$ cat src/rtl/rv32_pkg.sv
// Shared RV32I opcode constants, decoded-entry bundle and small helpers.
// Imported by the instruction queue and the immediate decoder.
package rv32_pkg;

  localparam int RV_XLEN = 32;

  localparam logic [6:0] OP_LUI    = 7'b0110111;
  localparam logic [6:0] OP_AUIPC  = 7'b0010111;
  localparam logic [6:0] OP_JAL    = 7'b1101111;
  localparam logic [6:0] OP_JALR   = 7'b1100111;
  localparam logic [6:0] OP_BRANCH = 7'b1100011;
  localparam logic [6:0] OP_LOAD   = 7'b0000011;
  localparam logic [6:0] OP_STORE  = 7'b0100011;
  localparam logic [6:0] OP_IMM    = 7'b0010011;
  localparam logic [6:0] OP_REG    = 7'b0110011;

  typedef struct packed {
    logic [RV_XLEN-1:0] instr;
    logic [RV_XLEN-1:0] pc;
    logic [16:0]        opcode17;
    logic [4:0]         rd;
    logic [4:0]         rs1;
    logic [4:0]         rs2;
    logic [RV_XLEN-1:0] imm;
  } iq_entry_t;

  function automatic logic [31:0] sat_inc(input logic [31:0] v);
    return (&v) ? v : v + 32'd1;
  endfunction

endpackage

$ cat src/rtl/inst_queue_if.sv
// Fetch-side push and dispatch-side pop handshakes of the instruction queue.
// slave is the queue side, master is the producer/consumer side.
interface inst_queue_if #(
  parameter int XLEN = 32
);
  logic            in_valid;
  logic [XLEN-1:0] in_instr;
  logic [XLEN-1:0] in_pc;
  logic            in_ready;
  logic            out_ready;
  logic            out_valid;
  logic [XLEN-1:0] out_instr;
  logic [XLEN-1:0] out_pc;
  logic [16:0]     out_opcode;
  logic [4:0]      out_rd;
  logic [4:0]      out_rs1;
  logic [4:0]      out_rs2;
  logic [XLEN-1:0] out_imm;

  modport slave (
    input  in_valid, in_instr, in_pc, out_ready,
    output in_ready, out_valid, out_instr, out_pc,
    output out_opcode, out_rd, out_rs1, out_rs2, out_imm
  );

  modport master (
    output in_valid, in_instr, in_pc, out_ready,
    input  in_ready, out_valid, out_instr, out_pc,
    input  out_opcode, out_rd, out_rs1, out_rs2, out_imm
  );
endinterface

$ cat src/rtl/rv32_imm_decode.sv
// Combinational RV32I field and immediate extraction.
// opcode17 is {funct7, funct3, opcode} taken verbatim from the instruction.
module rv32_imm_decode
  import rv32_pkg::*;
(
  input  logic [31:0] instr_i,
  output logic [16:0] opcode17_o,
  output logic [4:0]  rd_o,
  output logic [4:0]  rs1_o,
  output logic [4:0]  rs2_o,
  output logic [31:0] imm_o
);

  logic       s;
  logic [2:0] f3;

  assign s  = instr_i[31];
  assign f3 = instr_i[14:12];

  assign opcode17_o = {instr_i[31:25], f3, instr_i[6:0]};
  assign rd_o       = instr_i[11:7];
  assign rs1_o      = instr_i[19:15];
  assign rs2_o      = instr_i[24:20];

  always_comb begin
    imm_o = '0;
    unique case (instr_i[6:0])
      OP_LUI, OP_AUIPC:
        imm_o = {instr_i[31:12], 12'b0};
      OP_JAL:
        imm_o = {{11{s}}, s, instr_i[19:12],
                 instr_i[20], instr_i[30:21], 1'b0};
      OP_JALR, OP_LOAD:
        imm_o = {{20{s}}, instr_i[31:20]};
      OP_BRANCH:
        imm_o = {{19{s}}, s, instr_i[7],
                 instr_i[30:25], instr_i[11:8], 1'b0};
      OP_STORE:
        imm_o = {{20{s}}, instr_i[31:25], instr_i[11:7]};
      OP_IMM: begin
        // shift-immediates carry a 5-bit unsigned shamt
        if (f3 == 3'b001 || f3 == 3'b101)
          imm_o = {27'b0, instr_i[24:20]};
        else
          imm_o = {{20{s}}, instr_i[31:20]};
      end
      default:
        imm_o = '0;
    endcase
  end

endmodule

$ cat src/rtl/inst_queue.sv
// Circular decoded-instruction queue between fetch and dispatch.
// Optional INST_QUEUE_STATS_EN adds saturating push/pop/stall/flush counters.
module inst_queue
  import rv32_pkg::*;
#(
  parameter  int DEPTH  = 16,
  parameter  int XLEN   = 32,
  localparam int ADDR_W = $clog2(DEPTH)
) (
  input  logic          clk_in,
  input  logic          rst_in,
  input  logic          rdy_in,
  input  logic          flush_in,
  inst_queue_if.slave   q,
  output logic [ADDR_W:0] count,
  output logic          full,
  output logic          empty
`ifdef INST_QUEUE_STATS_EN
  ,
  output logic [31:0]   stat_push,
  output logic [31:0]   stat_pop,
  output logic [31:0]   stat_full_stall,
  output logic [31:0]   stat_flush
`endif
);

  localparam int CW = ADDR_W + 1;

  logic [ADDR_W-1:0] head_q, head_d;
  logic [ADDR_W-1:0] tail_q, tail_d;
  logic [CW-1:0]     count_q, count_d;

  iq_entry_t mem_q [DEPTH];
  iq_entry_t wr_entry;
  iq_entry_t rd_entry;

  logic push, pop;

  assign count = count_q;
  assign full  = (count_q == CW'(DEPTH));
  assign empty = (count_q == '0);

  // in_ready comes straight from the count register: no pop-to-push bypass
  assign q.in_ready  = !full;
  assign q.out_valid = !empty;

  assign push = q.in_valid && q.in_ready;
  assign pop  = q.out_valid && q.out_ready;

  rv32_imm_decode u_dec (
    .instr_i    (q.in_instr),
    .opcode17_o (wr_entry.opcode17),
    .rd_o       (wr_entry.rd),
    .rs1_o      (wr_entry.rs1),
    .rs2_o      (wr_entry.rs2),
    .imm_o      (wr_entry.imm)
  );

  assign wr_entry.instr = q.in_instr;
  assign wr_entry.pc    = q.in_pc;

  assign rd_entry     = mem_q[head_q];
  assign q.out_instr  = rd_entry.instr;
  assign q.out_pc     = rd_entry.pc;
  assign q.out_opcode = rd_entry.opcode17;
  assign q.out_rd     = rd_entry.rd;
  assign q.out_rs1    = rd_entry.rs1;
  assign q.out_rs2    = rd_entry.rs2;
  assign q.out_imm    = rd_entry.imm;

  always_comb begin
    head_d  = head_q;
    tail_d  = tail_q;
    count_d = count_q;
    if (flush_in) begin
      head_d  = '0;
      tail_d  = '0;
      count_d = '0;
    end else begin
      if (push) tail_d = tail_q + ADDR_W'(1);
      if (pop)  head_d = head_q + ADDR_W'(1);
      unique case ({push, pop})
        2'b10:   count_d = count_q + CW'(1);
        2'b01:   count_d = count_q - CW'(1);
        default: count_d = count_q;
      endcase
    end
  end

  always_ff @(posedge clk_in) begin
    if (rst_in) begin
      head_q  <= '0;
      tail_q  <= '0;
      count_q <= '0;
    end else if (rdy_in) begin
      head_q  <= head_d;
      tail_q  <= tail_d;
      count_q <= count_d;
    end
  end

  always_ff @(posedge clk_in) begin
    if (!rst_in && rdy_in && !flush_in && push)
      mem_q[tail_q] <= wr_entry;
  end

`ifdef INST_QUEUE_STATS_EN
  logic [31:0] st_push_q, st_pop_q, st_stall_q, st_flush_q;

  assign stat_push       = st_push_q;
  assign stat_pop        = st_pop_q;
  assign stat_full_stall = st_stall_q;
  assign stat_flush      = st_flush_q;

  // flush discards same-cycle handshakes, so they are not counted as fired
  always_ff @(posedge clk_in) begin
    if (rst_in) begin
      st_push_q  <= '0;
      st_pop_q   <= '0;
      st_stall_q <= '0;
      st_flush_q <= '0;
    end else if (rdy_in) begin
      if (push && !flush_in)  st_push_q  <= sat_inc(st_push_q);
      if (pop && !flush_in)   st_pop_q   <= sat_inc(st_pop_q);
      if (q.in_valid && full) st_stall_q <= sat_inc(st_stall_q);
      if (flush_in)           st_flush_q <= sat_inc(st_flush_q);
    end
  end
`endif

endmodule

$ cat src/flat_wrapper.sv
// flat-port wrapper written by rule: the top's interface ports become plain ports
module inst_queue_flat import rv32_pkg::*;
#(
  parameter  int DEPTH  = 16,
  parameter  int XLEN   = 32,
  localparam int ADDR_W = $clog2(DEPTH)
)
  (clk_in, rst_in, rdy_in, flush_in, count, full, empty, q_in_valid, q_in_instr, q_in_pc, q_out_ready, q_in_ready, q_out_valid, q_out_instr, q_out_pc, q_out_opcode, q_out_rd, q_out_rs1, q_out_rs2, q_out_imm);
  inst_queue_if #(.XLEN(XLEN)) q_i ();
  input  logic clk_in;
  input  logic rst_in;
  input  logic rdy_in;
  input  logic flush_in;
  output logic [ADDR_W:0] count;
  output logic full;
  output logic empty;
  input wire logic [$bits(q_i.in_valid)-1:0] q_in_valid;
  input wire logic [$bits(q_i.in_instr)-1:0] q_in_instr;
  input wire logic [$bits(q_i.in_pc)-1:0] q_in_pc;
  input wire logic [$bits(q_i.out_ready)-1:0] q_out_ready;
  output wire logic [$bits(q_i.in_ready)-1:0] q_in_ready;
  output wire logic [$bits(q_i.out_valid)-1:0] q_out_valid;
  output wire logic [$bits(q_i.out_instr)-1:0] q_out_instr;
  output wire logic [$bits(q_i.out_pc)-1:0] q_out_pc;
  output wire logic [$bits(q_i.out_opcode)-1:0] q_out_opcode;
  output wire logic [$bits(q_i.out_rd)-1:0] q_out_rd;
  output wire logic [$bits(q_i.out_rs1)-1:0] q_out_rs1;
  output wire logic [$bits(q_i.out_rs2)-1:0] q_out_rs2;
  output wire logic [$bits(q_i.out_imm)-1:0] q_out_imm;
  assign q_i.in_valid = q_in_valid;
  assign q_i.in_instr = q_in_instr;
  assign q_i.in_pc = q_in_pc;
  assign q_i.out_ready = q_out_ready;
  assign q_in_ready = q_i.in_ready;
  assign q_out_valid = q_i.out_valid;
  assign q_out_instr = q_i.out_instr;
  assign q_out_pc = q_i.out_pc;
  assign q_out_opcode = q_i.out_opcode;
  assign q_out_rd = q_i.out_rd;
  assign q_out_rs1 = q_i.out_rs1;
  assign q_out_rs2 = q_i.out_rs2;
  assign q_out_imm = q_i.out_imm;
  inst_queue #(.DEPTH(DEPTH), .XLEN(XLEN)) u_core (.clk_in(clk_in), .rst_in(rst_in), .rdy_in(rdy_in), .flush_in(flush_in), .q(q_i), .count(count), .full(full), .empty(empty));
endmodule
$ cat config.mk
export PLATFORM = sky130hd
export DESIGN_NAME = inst_queue_flat
export DESIGN_NICKNAME = d
export VERILOG_FILES = /design/src/rtl/rv32_pkg.sv /design/src/rtl/inst_queue_if.sv /design/src/rtl/rv32_imm_decode.sv /design/src/rtl/inst_queue.sv /design/src/flat_wrapper.sv
export SDC_FILE = /design/constraint.sdc
export NUM_CORES = 1
export LEC_CHECK = 0
export BUFFER_PORTS_ARGS = -buffer_cell sky130_fd_sc_hd__buf_2
export CAP_MARGIN = 5
export CELL_PAD_IN_SITES_DETAIL_PLACEMENT = 1
export CELL_PAD_IN_SITES_GLOBAL_PLACEMENT = 2
export CORE_UTILIZATION = 40
export DETAILED_ROUTE_END_ITERATION = 16
export PLACE_DENSITY = 0.75
export SLEW_MARGIN = 5
export SYNTH_ARGS = -nofsm -noshare
export SYNTH_HDL_FRONTEND = slang
export SYNTH_SLANG_ARGS = --single-unit
$ cat constraint.sdc
create_clock -name clk_in -period 5.3 [get_ports clk_in]
set_input_delay 0.265 -clock clk_in [delete_from_list [all_inputs] [get_ports clk_in]]
set_output_delay 0.265 -clock clk_in [all_outputs]
set_load 0.1 [all_outputs]
# Word level (Yosys, flattened, before mapping)
# Memories as Yosys holds them, arrays and structs flattened. A register that Yosys moved wholly into a read port is not among the register bits.
# Index checks and enable logic that the tools add are counted.
op_classes:
  n_shift: 0
  div: 0
  reduce_logical: 19
  eq_ne: 13
  mux: 12
  n_lt_le_gt_ge: 0
  bitwise: 0
  n_mul: 0
  add_sub_neg: 4
op_table:
  columns: ["op", "n"]
  rows:
  - ["$pmux W32 S6", 1]
  - ["$mux W32", 1]
  - ["$mux W4", 6]
  - ["$eq A7 B7 Y1 const B", 3]
  - ["$eq A7 B5 Y1 const B", 2]
  - ["$eq A7 B6 Y1 const B", 2]
  - ["$pmux W5 S2", 1]
  - ["$add A4 B1 Y4 const B", 2]
  - ["$eq A7 B2 Y1 const B", 1]
  - ["$reduce_and A2 Y1", 3]
  - ["$add A5 B1 Y5 const B", 1]
  - ["$eq A5 B5 Y1 const B", 1]
  - ["$logic_and A1 B1 Y1", 5]
  - ["$logic_not A5 Y1", 1]
  - ["$mux W5", 1]
  - ["$sub A5 B1 Y5 const B", 1]
  - ["$logic_not A1 Y1", 4]
  - ["$reduce_bool A2 Y1", 2]
  - ["$reduce_or A2 Y1", 2]
  - ["$eq A3 B1 Y1 const B", 1]
  - ["$eq A3 B3 Y1 const B", 1]
  - ["$reduce_bool A3 Y1", 1]
  - ["$eq A2 B1 Y1 const B", 1]
  - ["$eq A2 B2 Y1 const B", 1]
  - ["other kinds (2)", 3]
word_totals:
  mem_bits_rw: 2048
  wordCells: 52
  n_memories: 1
  register_bits: 13
  latchBits: 0
  romBits: 0
mem_list:
  columns: ["memory", "words", "width", "read_ports", "rd_ports_with_merged_regs", "wr", "line_no", "source"]
  rows:
  - ["u_core.mem_q", 16, 128, 1, 1, 1, "inst_queue.sv:33", "iq_entry_t mem_q [DEPTH];"]

# Logic depth before layout (Yosys ltp)
# Gate-level depths: netlist of the first run.
logic_depth:
  ltp_word: 7
  depth_mapped: 9
  ltp_nobuf: 9

# By module
# A second synthesis of the first run with hierarchy kept.
hier_totals:
  hier_cells: 3284
  hier_area_um2: 78932.0
modules_own_cells:
  columns: ["module", "area_per_inst_um2", "instances", "cells_each"]
  rows:
  - ["inst_queue", 78088.6, 1, 3162]
  - ["rv32_imm_decode", 843.3, 1, 122]

# Least setup slack after synthesis of the first run
# Ideal clock, no wire load.
synth_timing:
  path_kind: "register to register"
  startpoint: "register u_core.count_q[2], in the netlist u_core.count[2]"
  endpoint: "memory u_core.mem_q[4][0] in the netlist's numbering, enable pin"
  stages_incl_launch_ff: 5
  path_buffers: 0
  period_less_slack_ns: 4.712
  arrival_time_ns: 4.247
  slack_ns: 0.588
  t_required_ns: 4.835
  cell_sequence: "dfxtp_1 > nor4_4 > a211o_2 > nor4b_1 > and2_1"
synth_via:
  elab_chain_cells: 6
synth_lines:
  columns: ["item", "line_no", "source"]
  rows:
  - ["start, declared", "inst_queue.sv:31", "logic [CW-1:0] count_q, count_d;"]
  - ["start signal, assigned", "inst_queue.sv:98", "count_q <= count_d;"]
  - ["$eq A5 B5 Y1", "inst_queue.sv:40", "assign full = (count_q == CW'(DEPTH));"]
  - ["$logic_not A1 Y1", "inst_queue.sv:44", "assign q.in_ready = !full;"]
  - ["$logic_and A1 B1 Y1", "inst_queue.sv:47", "assign push = q.in_valid && q.in_ready;"]
  - ["$logic_and A1 B1 Y1", "inst_queue.sv:103", "if (!rst_in && rdy_in && !flush_in && push)"]
  - ["$mux W1", "inst_queue.sv:103", null]
  - ["$mux W1 (not written as such)", "inst_queue.sv:104", "mem_q[tail_q] <= wr_entry;"]
  - ["end, declared", "inst_queue.sv:33", null]
# Every way passes these cells.

==> results.json, run 1 <==
{
  "status": "completed",
  "cts_tree": "done",
  "netlist_area_mm2": 0.0592,
  "wl_per_cell_um": 30.3,
  "htreeDepth": 4,
  "drt_iter0_markers": 2853,
  "die_h_um": 387,
  "yosysSeqAreaShare": 0.785,
  "synth_cell_types": 46,
  "r2r_end": "u_core.mem_q[7][18]",
  "cp-start-kind": "register",
  "first_pass_iters": 5,
  "synthArstFlopShare": 0,
  "start_util": 0.405,
  "worst_slack_ns": 1.55,
  "io_buffer_count": 206,
  "hp-start": "q_in_valid",
  "syn_nets": 2442,
  "post-route-min-period_ns": 3.75,
  "max_stage_delay_ns": 0.67,
  "clk_pin_slew_ns": 0.06,
  "boundaryPins": 207,
  "worst-path-buf-inv": 2,
  "grt_pass1_vias": 29000,
  "core-area_mm2": 0.146,
  "critical_path_depth": 4,
  "cts_root_buffer": "clkbuf_16",
  "die_w_um": 387,
  "fillCellCount": 12900,
  "rows": 140,
  "ff2ff_path_depth": 5,
  "end_kind": "output port",
  "grt_first_pass_wirelength_mm": 206,
  "wirelength_mm": 144,
  "cp_slowest_cell": "mux4_2",
  "crit_family": "multiplexers",
  "die_area_mm2": 0.150,
  "ir_drop_mv": 0.274,
  "synth_edf_count": 1536,
  "reg2reg_slack_ns": 2.04,
  "worst_slew_pin_slew_ns": 1.21,
  "hold_path_class": "primary input to register",
  "nNetsFinal": 2782,
  "maxSlewHeadroom": 0.196,
  "grt-ovfl-total": 0,
  "cts.sinks": 1553,
  "r2r-start": "u_core.count[2]",
  "finalHoldViolCount": 0,
  "holdPathEnd": "u_core.tail_q[2]",
  "num_vias": 26900,
  "place_ws_ns": 1.64,
  "numCtsBuffers": 157,
  "clk_path_buf_depth": 3,
  "grt_max_degree": 147,
  "seq_area_mm2": 0.0465,
  "dp_hpwl_mm": 77.0,
  "drv_cap": 0,
  "skew_ns": 0.0293,
  "maxSlewViolCount": 0,
  "layout.cells.non_filler": 4748,
  "syn_to_final_growth_pct": 15.5,
  "multi_input_area_mm2": 0.0120,
  "clock.fmax_ghz": 0.267,
  "gp_congestion": 0.746,
  "p_leak_uw": 0.0215,
  "fin_area_mm2": 0.0684,
  "clk_latency_ns": 0.80,
  "worstPathCellList": "buf_12 > mux4_2 > mux4_2 > buf_2",
  "path_class": "register to output port",
  "yosysWarnings": 0,
  "finalSetupViolCount": 0,
  "rsz0062_at_grt": "false",
  "finalSetupTns_ns": 0,
  "synth_ff_type": "edfxtp_1",
  "avgSynthCellArea_um2": 25.0,
  "netlist_instances": 2363,
  "cp.arrival_ns": 3.49,
  "remaining_drc_errors": 0,
  "grt_usage": 0.193,
  "place_area_mm2": 0.0627,
  "vias_per_cell": 5.67,
  "route.antenna.remaining_nets": 0,
  "timing.final.crit_share": 0.708,
  "ys_ff_latch": 1553,
  "crit_fanout": 87,
  "crit_required_ns": 5.04,
  "dp_cells": 4392,
  "crit_top_cell": "mux4_2",
  "min_path_cells": 5,
  "antenna_found_initial": 8,
  "power_density_mw_per_mm2": 366,
  "timing.hold.ws_ns": 0.0789,
  "drive_above_1_share": 0.349
}
worst reg2reg max path, stage by stage, from the launching register on:
cell and delay [ns]:
dfxtp_1 0.48, nor4_4 0.12, a211o_2 0.43, nor4b_1 0.63, and2_4 0.76, buf_12 0.44
synthesized netlist by cell type (all sizes together) (3+ instances only):
| cell type | n | area (um2) |
|---|---|---|
| a2111oi | 3 | 27.5 |
| a211o | 3 | 27.5 |
| a21o | 23 | 174 |
| a21oi | 14 | 70.1 |
| a22o | 5 | 43.8 |
| and2 | 22 | 138 |
| buf | 80 | 474 |
| clkbuf | 70 | 263 |
| dfxtp | 17 | 340 |
| edfxtp | 1536 | 46100 |
| ha | 8 | 100 |
| inv | 12 | 45.0 |
| mux4 | 480 | 10800 |
| nand2 | 13 | 48.8 |
| nand2b | 3 | 18.8 |
| nand3 | 5 | 25.0 |
| nor2 | 14 | 52.6 |
| nor3 | 4 | 20.0 |
| nor4 | 6 | 52.6 |
| nor4b | 4 | 35.0 |
| o21ai | 5 | 25.0 |
| or2 | 3 | 18.8 |
| or3 | 5 | 31.3 |
| or4 | 4 | 30.0 |
| xor2 | 3 | 26.3 |
stage by stage:
step / total power, uW / utilization
finish: 25000 / 0.468
global placement: 14400 / 0.429
detailed placement: 14400 / 0.429
CTS: 25200 / 0.467
floorplan: 14100 / -
global route: 25600 / 0.467
sequential cells by signal, summed over array words and instances, names as in the netlist, named ones only:
signal	count
u_core.count	5
u_core.head_q	4
u_core.mem_q	1536
u_core.tail_q	4
placed cells by master, fill, tap and decap left out, types with 4 or more instances in the layout:
cell type,synthesis,routed
edfxtp_1,1536,1536
mux4_2,480,480
buf_2,40,206
clkbuf_16,0,158
dlygate4sd3_1,0,69
clkbuf_1,70,37
clkinv_1,0,31
buf_4,33,31
buf_12,0,25
a21o_1,22,22
clkinv_2,0,18
and2_4,0,16
a21oi_1,14,14
nor2_1,14,14
bufinv_16,0,14
nand2_1,13,13
dfxtp_1,17,13
inv_1,12,12
inv_6,0,9
ha_1,8,8
clkinvlp_4,0,7
and2_1,22,6
or3_1,5,5
nand3_1,5,5
o21ai_0,5,5
a22o_1,5,5
clkinv_8,0,5
or4_1,4,4
nor3_1,4,4
nor4_1,5,4
nor4b_1,4,4
dfxtp_4,0,4
repair_timing:
action                     CTS  global route
gates resized for setup      0             0
hold buffers                69             0
buffers inserted             0             0
hold endpoints to repair  1038             0
metal layers:
layer | track usage | routed length (um) | up-vias
li1 | - | - | 10900
met1 | 0.266 | 61000 | 14800
met2 | 0.317 | 71700 | 959
met3 | 0.0385 | 8770 | 166
met4 | 0.0421 | 2140 | 8
met5 | 0 | 57 | -
worst max path at each step:
| stage | start | to | slack [ns] |
|---|---|---|---|
| 2_1_floorplan | u_core.count[2] | u_core.mem_q[4][0] | 0.59 |
| 3_3_place_gp | q_in_instr[3] | u_core.mem_q[3][26] | 1.75 |
| 3_5_place_dp | q_in_instr[3] | u_core.mem_q[15][28] | 1.64 |
| 4_1_cts | register | q_out_instr[31] | 1.41 |
| 5_1_grt | register | q_out_instr[31] | 1.39 |
| 6_report | register | q_out_pc[11] | 1.55 |
logic make-up (layout without fill, tap and decap cells):
group                    Yosys count  in the layout  share of synthesized area
adder cells (fa/ha/maj)            9              9                    0.00203
multiplexers                     480            480                      0.183
buffers and inverters            162            627                     0.0132
flip-flops                      1553           1553                      0.785
AO/OA/AOI/OAI                     65             65                    0.00772
XOR/XNOR                           3              3                   0.000444
other                              0              3                          0
AND/OR/NAND/NOR                   91             91                    0.00898
where the power goes:
group          switching, uW  total [uW]  internal (uW)  leakage [uW]
Clock                   4650       10900           6210       0.00242
Sequential              8.53       13500          13500        0.0145
Combinational            514         702            188       0.00467
Total                   5170       25000          19800        0.0215
layout make-up:
| cell class | count | share of cell area |
|---|---|---|
| clock inverter | 88 | 0.0130 |
| timing repair buffer | 331 | 0.0359 |
| clock buffer | 196 | 0.0601 |
| tap | 1917 | 0.0351 |
| multi-input combinational | 648 | 0.175 |
| antenna | 3 | 0.000110 |
| inverter | 12 | 0.000659 |
| sequential | 1553 | 0.680 |
No activity file was read; power rests on OpenSTA's default activity.
==> run 2: changes to the inputs <==
PLACE_DENSITY = 0.78   (was 0.75)
clock period = 3.3 ns   (was 5.3 ns; I/O delays follow)
==> results.json, run 2 (synthesis results as in run 1) <==
{
  "status": "finished, violations left",
  "violations": "setup timing",
  "clk_pin_slew_ns": 0.06,
  "finalSetupTns_ns": -0.0574,
  "numCtsBuffers": 158,
  "regMostFlops": "u_core.mem_q",
  "vias_per_cell": 5.75,
  "syn_to_final_growth_pct": 21.7,
  "first_pass_iters": 7,
  "clock.fmax_ghz": 0.302,
  "skew_ns": 0.0314,
  "cts_root_buffer": "clkbuf_16",
  "largest_reg_flops": 1536,
  "wl_per_cell_um": 31.8,
  "finalSetupViolCount": 6,
  "io_buffer_count": 206,
  "clk_latency_ns": 0.80,
  "power_density_mw_per_mm2": 561,
  "grt_pass1_vias": 30300,
  "dp_hpwl_mm": 82.4,
  "cp.arrival_ns": 3.15,
  "drive_above_1_share": 0.379,
  "core-area_mm2": 0.146,
  "layout_common_cells": "1536 x edfxtp_1, 480 x mux4_2, 179 x clkbuf_16",
  "worst_slack_ns": -0.0141,
  "internal_power_uw": 31900,
  "drt_iter0_markers": 3191,
  "die_h_um": 387,
  "drv_cap": 0,
  "ir_drop_mv": 0.573,
  "seqPwrFrac": 0.535,
  "maxSlewHeadroom": 0.367,
  "cts_tree": "done",
  "maxSlewViolCount": 0,
  "clk_path_buf_depth": 3,
  "timing.final.crit_share": 1.00,
  "layout_commonest_cell": "edfxtp_1",
  "remaining_drc_errors": 0,
  "grt_max_degree": 92,
  "grt_first_pass_wirelength_mm": 219,
  "start_util": 0.405,
  "p_sw_uw": 8490,
  "post-route-min-period_ns": 3.31,
  "boundaryPins": 207,
  "die_area_mm2": 0.150,
  "crit_fanout": 9,
  "p_clk_frac": 0.433,
  "cp-start-kind": "register",
  "p_leak_uw": 0.0230,
  "grt_usage": 0.206,
  "die_w_um": 387,
  "antenna_found_initial": 5,
  "crit_required_ns": 3.13,
  "rows": 140,
  "hold_path_class": "primary input to register",
  "cts.sinks": 1553,
  "path_class": "register to output port",
  "route.antenna.remaining_nets": 0,
  "nNetsFinal": 2906,
  "grt-ovfl-total": 0,
  "gp_congestion": 0.746,
  "final_core_util": 0.492,
  "swShare": 0.210,
  "rsz0062_at_grt": "true",
  "num_vias": 28100,
  "worst_slew_pin_slew_ns": 0.936,
  "combPwrFrac": 0.032,
  "htreeDepth": 4,
  "finalHoldViolCount": 0,
  "wirelength_mm": 156,
  "end_kind": "output port"
}
-- run 2: changes by cell type in the layout (fill, tap and decap cells not counted), moves of 2 or more --
cell        previous run  this run
clkinvlp_4             7         5
inv_6                  9         7
buf_12                25       115
buf_6                  0        66
bufinv_16             14        10
clkinv_1              31        28
buf_8                  0        19
clkinv_2              18        34
buf_4                 31        56
buf_2                206        85
buf_16                 0        25
diode_2                3         7
clkbuf_16            158       179
-- run 2: final timing paths --
path | startpoint | endpoint | slack, ns | depth (start not counted)
max | register | q_out_opcode[3] | -0.01 | 7
min reg2reg | u_core.head_q[2] | register | 0.56 | 2
max reg2reg | u_core.count[1] | u_core.mem_q[5][116] | 0.33 | 5
min | q_in_pc[17] | u_core.mem_q[14][81] | 0.30 | 2
-- run 2: worst max-delay path: stages, from the launching register on --
cell	delay, ns
dfxtp_4	0.38
buf_12	0.15
buf_16	0.19
buf_8	0.15
buf_16	0.14
mux4_2	0.49
mux4_2	0.57
buf_12	0.21
-- run 2: routing by layer --
layer,global-route usage,vias to the layer above,share of wire
met2,0.342,1272,0.51
met1,0.271,15400,0.39
li1,-,11200,-
met3,0.0478,216,0.077
met4,0.0629,2,0.024
met5,0,-,0.000090
-- run 2: repair_timing --
item | in CTS | in global routing
endpoints found under the hold margin | 1041 | 0
setup endpoints to repair | 127 | 111
resized for setup | 258 | 129
gates cloned | 14 | 17
hold buffers | 70 | 0
setup buffers | 24 | 10
-- run 2: final cells by class --
type                            instances  area [um2]
Fill cell                           12700       74300
Sequential cell                      1553       46500
Multi-Input combinational cell        648       12000
Timing Repair Buffer                  454        6020
Clock buffer                          200        4210
Tap cell                             1917        2400
Clock inverter                         94         838
Inverter                               12        45.0
Antenna cell                            7        17.5
-- run 2: per-stage QoR --
stage	cells	hold slack, ns	worst slack (ns)	cell area, um2	total power (uW)
after floorplan	2363	0.264	-0.366	59200	22700
after global placement	4455	0.464	0.362	63800	23100
after detailed placement	4455	0.487	0.278	63800	23100
after CTS	4857	0.223	-0.0889	71100	40700
after global routing	4879	0.269	-0.108	72000	41500
final	4885	0.302	-0.0141	72000	40400
-- run 2: power groups by stage --
stage	Combinational [uW]	Sequential (uW)	Clock (uW)
final	1310	21600	17500
after global placement	1020	22000	0
after floorplan	659	22100	0
after detailed placement	1070	22000	0
after global routing	1370	21600	18500
after CTS	1260	21600	17800
